[config.mk]
export PLATFORM = sky130hd
export DESIGN_NAME = mem_access
export DESIGN_NICKNAME = d
export VERILOG_FILES = /design/src/rtl/core_pkg.sv /design/src/rtl/load_align.sv /design/src/rtl/mem_access.sv
export SDC_FILE = /design/constraint.sdc
export NUM_CORES = 1
export LEC_CHECK = 0
export BUFFER_PORTS_ARGS = -buffer_cell sky130_fd_sc_hd__buf_2
export CORE_AREA = 2 2 291 293
export DETAILED_ROUTE_END_ITERATION = 6
export DIE_AREA = 0 0 293 295
export SETUP_SLACK_MARGIN = 0.1
export SYNTH_ARGS = -nofsm -noshare
export SYNTH_HDL_FRONTEND = slang
export SYNTH_HIERARCHICAL = 1
export SYNTH_SLANG_ARGS = --single-unit
[constraint.sdc]
create_clock -name clk -period 2.2 [get_ports clk]
set_input_delay 0.11 -clock clk [delete_from_list [all_inputs] [get_ports clk]]
set_output_delay 0.11 -clock clk [all_outputs]
set_load 0.01 [all_outputs]
[src/rtl/core_pkg.sv]
// rtl/core_pkg.sv - shared load/store op-code bit indices and memory-stage FSM states
package core_pkg;
  localparam int LS_W   = 11;
  localparam int LS_LB  = 0;
  localparam int LS_LH  = 1;
  localparam int LS_LW  = 2;
  localparam int LS_LD  = 3;
  localparam int LS_LBU = 4;
  localparam int LS_LHU = 5;
  localparam int LS_LWU = 6;
  localparam int LS_SB  = 7;
  localparam int LS_SH  = 8;
  localparam int LS_SW  = 9;
  localparam int LS_SD  = 10;

  typedef enum logic [1:0] {
    MEM_IDLE = 2'd0,
    MEM_WAIT = 2'd1,
    MEM_DONE = 2'd2
  } mem_state_e;

  // Anything other than exactly one bit set is a non-memory op.
  function automatic logic is_onehot(input logic [LS_W-1:0] v);
    return (v != '0) && ((v & (v - LS_W'(1))) == '0);
  endfunction
endpackage

[src/rtl/load_align.sv]
// rtl/load_align.sv - selects the load lane from a doubleword and sign/zero-extends it
module load_align
  import core_pkg::*;
(
  input  logic [63:0]     data_i,
  input  logic [2:0]      offset_i,
  input  logic [LS_W-1:0] info_i,
  output logic [63:0]     data_o
);
  logic [63:0] shifted;

  assign shifted = data_i >> {offset_i, 3'b000};

  always_comb begin
    data_o = shifted;
    if (info_i[LS_LB])       data_o = {{56{shifted[7]}},  shifted[7:0]};
    else if (info_i[LS_LH])  data_o = {{48{shifted[15]}}, shifted[15:0]};
    else if (info_i[LS_LW])  data_o = {{32{shifted[31]}}, shifted[31:0]};
    else if (info_i[LS_LBU]) data_o = {56'd0, shifted[7:0]};
    else if (info_i[LS_LHU]) data_o = {48'd0, shifted[15:0]};
    else if (info_i[LS_LWU]) data_o = {32'd0, shifted[31:0]};
  end
endmodule

[src/rtl/mem_access.sv]
// rtl/mem_access.sv - memory stage: data-bus handshake, store lane packing, load writeback
module mem_access
  import core_pkg::*;
(
  input  logic            clk,
  input  logic            rst,
  input  logic [LS_W-1:0] regM_i_load_store_info,
  input  logic [63:0]     regM_i_alu_result,
  input  logic [63:0]     regM_i_regdata2,
  input  logic [4:0]      regM_i_rd,
  input  logic            regM_i_reg_wen,
  input  logic            regM_i_commit,
  input  logic [63:0]     regM_i_commit_pre_pc,
  input  logic [31:0]     regM_i_commit_instr,
  input  logic [63:0]     regM_i_commit_pc,
  output logic            dmem_o_req,
  output logic            dmem_o_we,
  output logic [63:0]     dmem_o_addr,
  output logic [63:0]     dmem_o_wdata,
  output logic [7:0]      dmem_o_wstrb,
  input  logic            dmem_i_ack,
  input  logic [63:0]     dmem_i_rdata,
  output logic            memory_o_stall,
  output logic [63:0]     memory_o_wb_data,
  output logic [4:0]      memory_o_rd,
  output logic            memory_o_reg_wen,
  output logic            memory_o_misalign,
  output logic            memory_o_commit,
  output logic [63:0]     memory_o_commit_pre_pc,
  output logic [31:0]     memory_o_commit_instr,
  output logic [63:0]     memory_o_commit_pc
);
  logic [LS_W-1:0] info;
  logic [63:0]     addr;
  logic [63:0]     rs2;
  logic            onehot, is_load, is_store, sz_h, sz_w, sz_d;
  logic            misalign, mem_op;
  logic [63:0]     load_data;
  mem_state_e      state_q;
  logic [63:0]     rdata_q;

  assign info = regM_i_load_store_info;
  assign addr = regM_i_alu_result;
  assign rs2  = regM_i_regdata2;

  assign onehot   = is_onehot(info);
  assign is_load  = onehot & (|info[LS_LWU:LS_LB]);
  assign is_store = onehot & (|info[LS_SD:LS_SB]);
  assign sz_h     = onehot & (info[LS_LH] | info[LS_LHU] | info[LS_SH]);
  assign sz_w     = onehot & (info[LS_LW] | info[LS_LWU] | info[LS_SW]);
  assign sz_d     = onehot & (info[LS_LD] | info[LS_SD]);
  assign misalign = (sz_h & addr[0]) | (sz_w & (|addr[1:0])) | (sz_d & (|addr[2:0]));
  assign mem_op   = onehot & ~misalign;

  // An ack coinciding with the IDLE request is accepted straight into DONE.
  always_ff @(posedge clk) begin
    if (rst) begin
      state_q <= MEM_IDLE;
      rdata_q <= '0;
    end else begin
      case (state_q)
        MEM_IDLE: begin
          if (mem_op) begin
            if (dmem_i_ack) begin
              state_q <= MEM_DONE;
              rdata_q <= dmem_i_rdata;
            end else begin
              state_q <= MEM_WAIT;
            end
          end
        end
        MEM_WAIT: begin
          if (dmem_i_ack) begin
            state_q <= MEM_DONE;
            rdata_q <= dmem_i_rdata;
          end
        end
        MEM_DONE: state_q <= MEM_IDLE;
        default:  state_q <= MEM_IDLE;
      endcase
    end
  end

  assign dmem_o_req     = ((state_q == MEM_IDLE) & mem_op) | (state_q == MEM_WAIT);
  assign dmem_o_we      = is_store & ~misalign;
  assign dmem_o_addr    = {addr[63:3], 3'b000};
  assign memory_o_stall = mem_op & (state_q != MEM_DONE);

  always_comb begin
    dmem_o_wdata = '0;
    dmem_o_wstrb = '0;
    if (is_store & ~misalign) begin
      if (info[LS_SB]) begin
        dmem_o_wdata = {8{rs2[7:0]}};
        dmem_o_wstrb = 8'h01 << addr[2:0];
      end else if (info[LS_SH]) begin
        dmem_o_wdata = {4{rs2[15:0]}};
        dmem_o_wstrb = 8'h03 << addr[2:0];
      end else if (info[LS_SW]) begin
        dmem_o_wdata = {2{rs2[31:0]}};
        dmem_o_wstrb = 8'h0F << addr[2:0];
      end else begin
        dmem_o_wdata = rs2;
        dmem_o_wstrb = 8'hFF;
      end
    end
  end

  load_align u_load_align (
    .data_i   (rdata_q),
    .offset_i (addr[2:0]),
    .info_i   (info),
    .data_o   (load_data)
  );

  // Stalled cycles must not retire, or the instruction would commit twice.
  assign memory_o_wb_data       = (is_load & ~misalign) ? load_data : addr;
  assign memory_o_rd            = regM_i_rd;
  assign memory_o_reg_wen       = regM_i_reg_wen & ~misalign & ~memory_o_stall;
  assign memory_o_misalign      = misalign;
  assign memory_o_commit        = regM_i_commit & ~memory_o_stall;
  assign memory_o_commit_pre_pc = regM_i_commit_pre_pc;
  assign memory_o_commit_instr  = regM_i_commit_instr;
  assign memory_o_commit_pc     = regM_i_commit_pc;
endmodule

==> flow_summary.toml, run 1 <==
[status]
status = "finished with violations"
violations = "design-rule violations, negative setup slack"

[clock_network]
h-tree-depth = 3
clock_latency_ns = 0.35
clockBufferDepth = 2
numCtsBuffers = 9
cts_tree = "done"
clock-sinks = 66
cts_root_buffer = "clkbuf_16"
path_clk_slew_ns = 0.07

[finish]
num-nets-final = 1981
finalCoreUtilization_pct = 17.6
nFillCells = 9288
synthToLayoutAreaGrowth_pct = 55.3
drive_gt1_share_pct = 53.4

[grt]
grt.overflow.total = 0
grt_pass1_wl_um = 87100
grt_pass1_vias = 10256
grt_usage_pct = 14.8
grt_max_degree = 114
antenna_found_initial = 83

[floorplanning]
die_area_sq_um = 86400
initial_core_util_pct = 11.3
io_pins = 744
die_w_um = 293
num_rows = 106
die_h_um = 295
core_area_sq_um = 83200

[critical_path]
slowest_stage = "mux4_2"
cp.arrival_ns = 2.65
slowest_delay_ns = 0.50
ff2ff_path_depth = 6
r2r_end = "rdata_q[24]"
end_kind = "output pin"
critPathLaunchType = "flop"
cp.depth = 8
crit_fanout = 12
rr_startpoint = "state_q[0]"
path_class = "flop to output pin"
path_delay_family = "multiplexers"
rrSetupSlack_ns = 0.74
crit_buf_inv = 2
path_cells = "mux2_4 > mux4_2 > and3_4 > a21oi_4 > buf_4 > o21ai_1 > mux2_2 > buf_2"
cp.required_ns = 2.09

[logic_synthesis]
async_reset_ff_share_pct = 0
synth_edf_count = 0
postSynthAreaPerCell_sq_um = 7.39
syn_inst = 1271
synth_top_cell_by_area = "buf_4"
synth_top_area_share_pct = 18.3
synth-seq-cells = 66
netlist_top_cells_area = "buf_4 18%, dfxtp_1 14%, mux2i_1 13%"
synth_ff_type = "dfxtp_1"
post-synth-top-count-cell = "buf_4"
yosysSeqAreaShare_pct = 14.1
synthTopCellsByCount = "229 x buf_4, 132 x nand2b_1, 121 x mux2i_1"
yosysWarnings = 6
netlist_area_sq_um = 9400
synthDistinctLibCells = 57

[drt]
post_drt_wl_per_cell_um = 25.8
viasPerCell = 3.98
routed_wirelength_um = 69500
drt_iter0_markers = 647
drtAntennaViolNets = 0
drtPass1Iterations = 7
drc = 6
vias = 10752

[timing]
fmax_ghz = 0.362
finalMaxSlewViolations = 0
fin_skew_ns = 0.00983
setup_ws_ns = -0.562
slew_headroom_pct = 40.8
period_needed_ns = 2.76
max_slew.worst_pin.slew_ns = 0.863
finalSetupViolCount = 163
hold_violations = 0
rsz0062_at_grt = "true"
layout_worst_path_cycle_share_pct = 126

[min_path]
whs_path_depth = 3
holdCritPathClass = "primary input to flop"
min_from = "dmem_i_rdata[53]"
hold_path_end = "rdata_q[53]"

[placement]
dpl_worst_slack_ns = -0.584
routabilityCongestion = 0.924
dpl.hpwl_um = 56300
port_buffers = 410

[flow_run]
maxCapViolations = 0

[pwr]
p_leak_uw = 0.00607
pwr_density_cell_nw_per_um2 = 288
ir_drop_mv = 0.294
-- how the worst max path moves through the flow --
stage	start	to	slack (ns)
after floorplan	regM_i_load_store_info[7]	dmem_o_wdata[57]	0.10
after global placement	regM_i_alu_result[1]	memory_o_wb_data[40]	-0.58
after detailed placement	regM_i_alu_result[1]	memory_o_wb_data[40]	-0.58
after CTS	rdata_q[23]	memory_o_wb_data[32]	-0.54
after global routing	rdata_q[23]	memory_o_wb_data[38]	-0.62
final	rdata_q[23]	memory_o_wb_data[22]	-0.56
-- per-layer routing --
| layer | up-vias | wire length [um] | GRT usage, % |
|---|---|---|---|
| met4 | 62 | 4100 | 6.92 |
| met2 | 678 | 30700 | 23.7 |
| li1 | 4784 | - | - |
| met1 | 4949 | 24700 | 15.3 |
| met5 | - | 389 | 0 |
| met3 | 279 | 9580 | 9.04 |
-- power by group --
group          leakage, uW  total, uW  internal, uW  switching [uW]
combinational      0.00540       1560           659             897
clock             0.000131       1460           784             672
sequential        0.000532       1190          1190          0.0449
total              0.00607       4210          2640            1570
-- worst reg2reg max path, delay by kind of cell (launching register included) --
| family | cells | cell delay (ns) |
|---|---|---|
| AND/OR/NAND/NOR | 1 | 0.26 |
| buffers and inverters | 3 | 0.48 |
| flip-flops | 1 | 0.38 |
| multiplexers | 1 | 0.20 |
| AO/OA/AOI/OAI | 1 | 0.06 |
-- flip-flops by register name (all words and copies together) (netlist names) --
name	count
state_q	2
rdata_q	64
-- what timing repair did --
item                                    CTS  global route
hold buffers                              2             0
setup buffers                            13            14
hold endpoints to repair                  2             0
endpoints found under the setup margin  193           204
cloned                                    8             9
pin swaps                                40            12
resized for setup                       259           114
-- layout by cell type (no fill, tap or decap), types with 17 or more instances in the layout --
cell type  netlist  layout
nand2b_1       132     132
nand2_1        105     101
a21oi_1        102      75
mux2_2          85      71
o21ai_1          1      27
buf_4          229     163
nor2_4           0      21
o21ai_0         79      43
buf_6            5      91
buf_12           6      21
nor2b_1         23      21
nor2_1          99      75
dfxtp_1         66      65
mux2i_1        121     116
a211oi_1        28      18
buf_2           10     328
clkbuf_16        0      17
-- metrics by stage --
stage | instances | total power, uW | hold WS [ns] | instance area, sq um | setup TNS, ns
finish | 2700 | 4210 | 0.00929 | 14600 | -30.54
global route | 2694 | 4390 | 0.0203 | 14600 | -41.19
CTS | 2666 | 4190 | 0.00726 | 13800 | -29.75
detailed placement | 2627 | 2600 | 0.220 | 12200 | -41.08
global placement | 2627 | 2600 | 0.220 | 12200 | -39.83
floorplan | 1273 | 2210 | 0.189 | 9430 | 0
-- layout make-up --
type                       count  area (sq um)  share of cell area, %
sequential                    66          1320                   9.06
inverter                      13          52.6                  0.360
clock inverter                 7          60.1                  0.411
timing repair inverter         1          7.51                 0.0514
antenna                       16          40.0                  0.274
timing repair buffer         630          4850                   33.2
multi-input combinational    878          6690                   45.8
tap                         1080          1350                   9.26
clock buffer                   9           225                   1.54
-- cells by family after synthesis --
group,after synthesis,share of synthesized area (%)
AND/OR/NAND/NOR,402,21.2
XOR/XNOR,1,0.0932
buffers and inverters,329,23.9
AO/OA/AOI/OAI,252,15.7
multiplexers,209,23.6
other,1,0.0399
flip-flops,66,14.1
adder cells (fa/ha/maj),11,1.42
(Power assumes the default switching activity.)
==> run 2, diff against run 1 <==
--- a/config.mk
+++ b/config.mk
@@ -10,6 +10,7 @@
 export DETAILED_ROUTE_END_ITERATION = 6
 export DIE_AREA = 0 0 293 295
 export SETUP_SLACK_MARGIN = 0.1
+export SKIP_CTS_REPAIR_TIMING = 1
 export SYNTH_ARGS = -nofsm -noshare
 export SYNTH_HDL_FRONTEND = slang
 export SYNTH_HIERARCHICAL = 1
==> flow_summary.toml, run 2 (synthesis gave the netlist of run 1 again) <==
[floorplanning]
core_area_sq_um = 83200
io_pins = 744
die_area_sq_um = 86400
num_rows = 106
die_w_um = 293
die_h_um = 295
initial_core_util_pct = 11.3

[critical_path]
ff2ff_path_depth = 6
slowest_stage = "mux4_2"
worstSetupStartpoint = "rdata_q[23]"
cp.arrival_ns = 2.69
path_class = "flop to output pin"
rr_startpoint = "state_q[0]"
path_cells = "mux2_4 > mux4_2 > and3_4 > a21oi_4 > buf_12 > buf_12 > clkbuf_16 > o21ai_4 > mux2_4 > buf_6"
rrSetupSlack_ns = 0.77
slowest_delay_ns = 0.50
crit_fanout = 6
r2r_end = "rdata_q[24]"
path_delay_family = "multiplexers"
crit_buf_inv = 4
cp.required_ns = 2.09
critPathLaunchType = "flop"
end_kind = "output pin"

[timing]
setup_ws_ns = -0.599
finalSetupViolCount = 136
slew_headroom_pct = 34.8
max_slew.worst_pin.slew_ns = 0.951
fin_skew_ns = 0.0119
finalMaxSlewViolations = 0
period_needed_ns = 2.80
rsz0062_at_grt = "true"
fmax_ghz = 0.357
hold_violations = 0
layout_worst_path_cycle_share_pct = 127

[finish]
multi_input_area_sq_um = 6730
synthToLayoutAreaGrowth_pct = 56.3
stdcell_area_sq_um = 14700
reg_top3 = "rdata_q: 64 flops, state_q: 2 flops"
layout.cells.most_common_list = "334 x buf_2, 161 x buf_4, 132 x nand2b_1"
drive_gt1_share_pct = 53.9
nFillCells = 9310
seqCellArea_sq_um = 1320
top_register = "rdata_q"
num-nets-final = 1984
mostFrequentLayoutCell = "buf_2"
finalCoreUtilization_pct = 17.7
largest_reg_flops = 64

[drt]
post_drt_wl_per_cell_um = 25.5
drc = 0
drtPass1Iterations = 7
drtAntennaViolNets = 0
drt_iter0_markers = 689
vias = 10815
routed_wirelength_um = 68800
viasPerCell = 4.00

[clock_network]
clockBufferDepth = 2
clock_latency_ns = 0.35
clock-sinks = 66
numCtsBuffers = 9
cts_root_buffer = "clkbuf_16"
cts_tree = "done"
h-tree-depth = 3
path_clk_slew_ns = 0.07

[placement]
port_buffers = 410
placed_cell_area_sq_um = 12200
dpl_worst_slack_ns = -0.584
dpl.hpwl_um = 56300
routabilityCongestion = 0.924

[grt]
grt_usage_pct = 14.2
grt.overflow.total = 0
antenna_found_initial = 87
grt_pass1_wl_um = 83600
grt_max_degree = 114
grt_pass1_vias = 9755

[status]
violations = "negative setup slack"
status = "finished with violations"

[min_path]
hold_path_end = "rdata_q[53]"
whs_path_depth = 3
min_from = "dmem_i_rdata[53]"
holdCritPathClass = "primary input to flop"

[flow_run]
maxCapViolations = 0

[pwr]
power_uw = 4250
ir_drop_mv = 0.291
p_leak_uw = 0.00615
pwr_density_cell_nw_per_um2 = 289
run 2: cell types whose count changed in the layout (fill, tap and decap cells not counted), moves of 4 or more:
| cell | before | now |
|---|---|---|
| o21ai_1 | 27 | 15 |
| buf_2 | 328 | 334 |
| mux2_4 | 16 | 22 |
| mux2_2 | 71 | 65 |
| o21ai_0 | 43 | 52 |
| clkbuf_16 | 17 | 24 |
| o21ai_2 | 12 | 16 |
| buf_6 | 91 | 87 |
| nand2_4 | 1 | 10 |
| nand2_1 | 101 | 91 |
run 2: layer usage:
metal / global-route usage, % / share of wire [%]
met5: 0 / 0.58
met4: 6.13 / 5.6
met3: 8.71 / 14
met2: 23.0 / 44
met1: 14.8 / 35
run 2: cell type report:
cell class,instances,share of cell area (%)
Multi-Input combinational cell,878,45.8
Antenna cell,15,0.256
Inverter,13,0.358
Sequential cell,66,9.00
Clock buffer,9,1.53
Timing Repair Buffer,633,33.4
Clock inverter,7,0.409
Tap cell,1080,9.20
Timing Repair inverter,1,0.0511
run 2: metrics by stage:
stage                     hold slack [ns]  TNS, ns  instances
final                              0.0103   -36.17       2702
after global routing               0.0203   -42.63       2697
after global placement              0.220   -39.83       2627
after CTS                         -0.0660   -41.17       2643
after detailed placement            0.220   -41.08       2627
after floorplan                     0.189        0       1273
run 2: how the worst max path moves through the flow:
stage                                end  depth (start not counted)
finish              memory_o_wb_data[40]                         10
floorplan               dmem_o_wdata[57]                          8
global route        memory_o_wb_data[41]                         10
CTS                 memory_o_wb_data[40]                          9
detailed placement  memory_o_wb_data[40]                         11
global placement    memory_o_wb_data[40]                         11
run 2: worst min-delay path: cells and delay by family:
family / cells / cell delay, ns
buffers and inverters: 1 / 0.09
and+or+nand+nor: 1 / 0.05
muxes: 1 / 0.06
run 2: report_power, final:
group	internal (uW)	switching, uW	leakage, uW
registers	1190	0.0437	0.000532
clock network	784	669	0.000131
logic	691	910	0.00548
==> run 3, diff against run 2 <==
--- a/config.mk
+++ b/config.mk
@@ -5,12 +5,11 @@
 export SDC_FILE = /design/constraint.sdc
 export NUM_CORES = 1
 export LEC_CHECK = 0
-export BUFFER_PORTS_ARGS = -buffer_cell sky130_fd_sc_hd__buf_2
+export BUFFER_PORTS_ARGS = -buffer_cell sky130_fd_sc_hd__buf_4
 export CORE_AREA = 2 2 291 293
 export DETAILED_ROUTE_END_ITERATION = 6
 export DIE_AREA = 0 0 293 295
 export SETUP_SLACK_MARGIN = 0.1
-export SKIP_CTS_REPAIR_TIMING = 1
 export SYNTH_ARGS = -nofsm -noshare
 export SYNTH_HDL_FRONTEND = slang
 export SYNTH_HIERARCHICAL = 1
==> flow_summary.toml, run 3 (synthesis gave the netlist of run 1 again) <==
[timing]
rsz0062_at_grt = "true"
final.setup.tns_ns = -31.74
finalMaxSlewViolations = 0
setup_ws_ns = -0.588
layout_worst_path_cycle_share_pct = 127
slew_headroom_pct = 48.0
finalSetupViolCount = 107
fmax_ghz = 0.359
hold_violations = 0
max_slew.worst_pin.slew_ns = 0.758
period_needed_ns = 2.79
fin_skew_ns = 0.0185

[finish]
mostFrequentLayoutCell = "buf_4"
top_register = "rdata_q"
drive_gt1_share_pct = 50.7
num-nets-final = 1954
synthToLayoutAreaGrowth_pct = 54.5
layout.cells.most_common_list = "527 x buf_4, 132 x nand2b_1, 119 x mux2i_1"
stdcell_area_sq_um = 14500
nFillCells = 9459
finalCoreUtilization_pct = 17.5
reg_top3 = "rdata_q: 64 flops, state_q: 2 flops"
largest_reg_flops = 64

[grt]
grt_max_degree = 61
grt.overflow.total = 0
grt_usage_pct = 14.5
antenna_found_initial = 26
grt_pass1_wl_um = 86000
grt_pass1_vias = 10177

[clock_network]
path_clk_slew_ns = 0.08
clock-sinks = 66
numCtsBuffers = 9
cts_tree = "done"
clockBufferDepth = 2
clock_latency_ns = 0.37
cts_root_buffer = "clkbuf_16"
h-tree-depth = 3

[drt]
routed_wirelength_um = 67300
viasPerCell = 3.87
drtAntennaViolNets = 0
drtPass1Iterations = 5
post_drt_wl_per_cell_um = 25.3
drc = 0
drt_iter0_markers = 626
vias = 10310

[floorplanning]
initial_core_util_pct = 11.3
core_area_sq_um = 83200
die_h_um = 295
num_rows = 106
io_pins = 744
die_area_sq_um = 86400
die_w_um = 293

[critical_path]
cp.required_ns = 2.09
end_kind = "output pin"
rrSetupSlack_ns = 0.82
cp.arrival_ns = 2.68
path_class = "flop to output pin"
crit_fanout = 8
critPathLaunchType = "flop"

[placement]
port_buffers = 410
dpl.hpwl_um = 56700
placed_cell_area_sq_um = 13200
routabilityCongestion = 0.931

[min_path]
holdCritPathClass = "primary input to flop"

[pwr]
p_leak_uw = 0.00613
pwr_density_cell_nw_per_um2 = 298
ir_drop_mv = 0.333
power_uw = 4330

[flow_run]
maxCapViolations = 0

[status]
violations = "negative setup slack"
status = "finished with violations"
==> run 3: worst paths after layout <==
check / startpoint / to / cells past startpoint
max reg2reg: state_q[0] / rdata_q[12] / 5
min: dmem_i_rdata[8] / rdata_q[8] / 3
min reg2reg: rdata_q[15] / rdata_q[15] / 2
max: rdata_q[47] / memory_o_wb_data[43] / 10
==> run 3: metal layers <==
metal | part of all wire [%] | track usage [%]
met4 | 4.3 | 5.90
met1 | 36 | 15.4
met2 | 46 | 23.7
met5 | 0.25 | 0
met3 | 13 | 8.37
==> run 3: metrics by stage <==
stage | std cells | worst slack, ns | hold WS, ns
final | 2662 | -0.588 | 0.0124
after floorplan | 1273 | 0.103 | 0.189
after detailed placement | 2625 | -0.573 | 0.220
after CTS | 2653 | -0.595 | 0.00427
after global placement | 2625 | -0.541 | 0.220
after global routing | 2662 | -0.634 | 0.0196
==> run 3: repair_timing <==
item                                   in CTS  in global routing
setup endpoints to repair                 181                204
buffers inserted                            8                  1
endpoints found under the hold margin       2                  0
cloned                                      7                  3
hold buffers                                2                  0
pin swaps                                   6                  2
resized for setup                         151                 64
==> run 3: power by group <==
group | switching, uW | leakage (uW) | total (uW) | internal, uW
combinational | 865 | 0.00546 | 1700 | 835
clock | 663 | 0.000133 | 1430 | 771
sequential | 0.0501 | 0.000533 | 1190 | 1190
total | 1530 | 0.00613 | 4330 | 2800
==> run 3: cell type report <==
type,instances,area (sq um),share of cell area (%)
multi-input combinational,878,6360,43.8
clock inverter,7,51.3,0.353
antenna,5,12.5,0.0861
timing repair buffer,603,5140,35.4
sequential,66,1330,9.12
inverter,13,52.6,0.362
tap,1080,1350,9.30
clock buffer,9,225,1.55
timing repair inverter,1,7.51,0.0517
==> run 3: worst max-delay path, stage by stage (launching register included) <==
cell and delay, ns:
dfxtp_2 0.32, mux2_4 0.27, mux4_2 0.48, and3_4 0.19, a21oi_4 0.19, buf_12 0.14, buf_16 0.12, o21ai_2 0.06
buf_6 0.15, mux2_4 0.27, buf_6 0.12
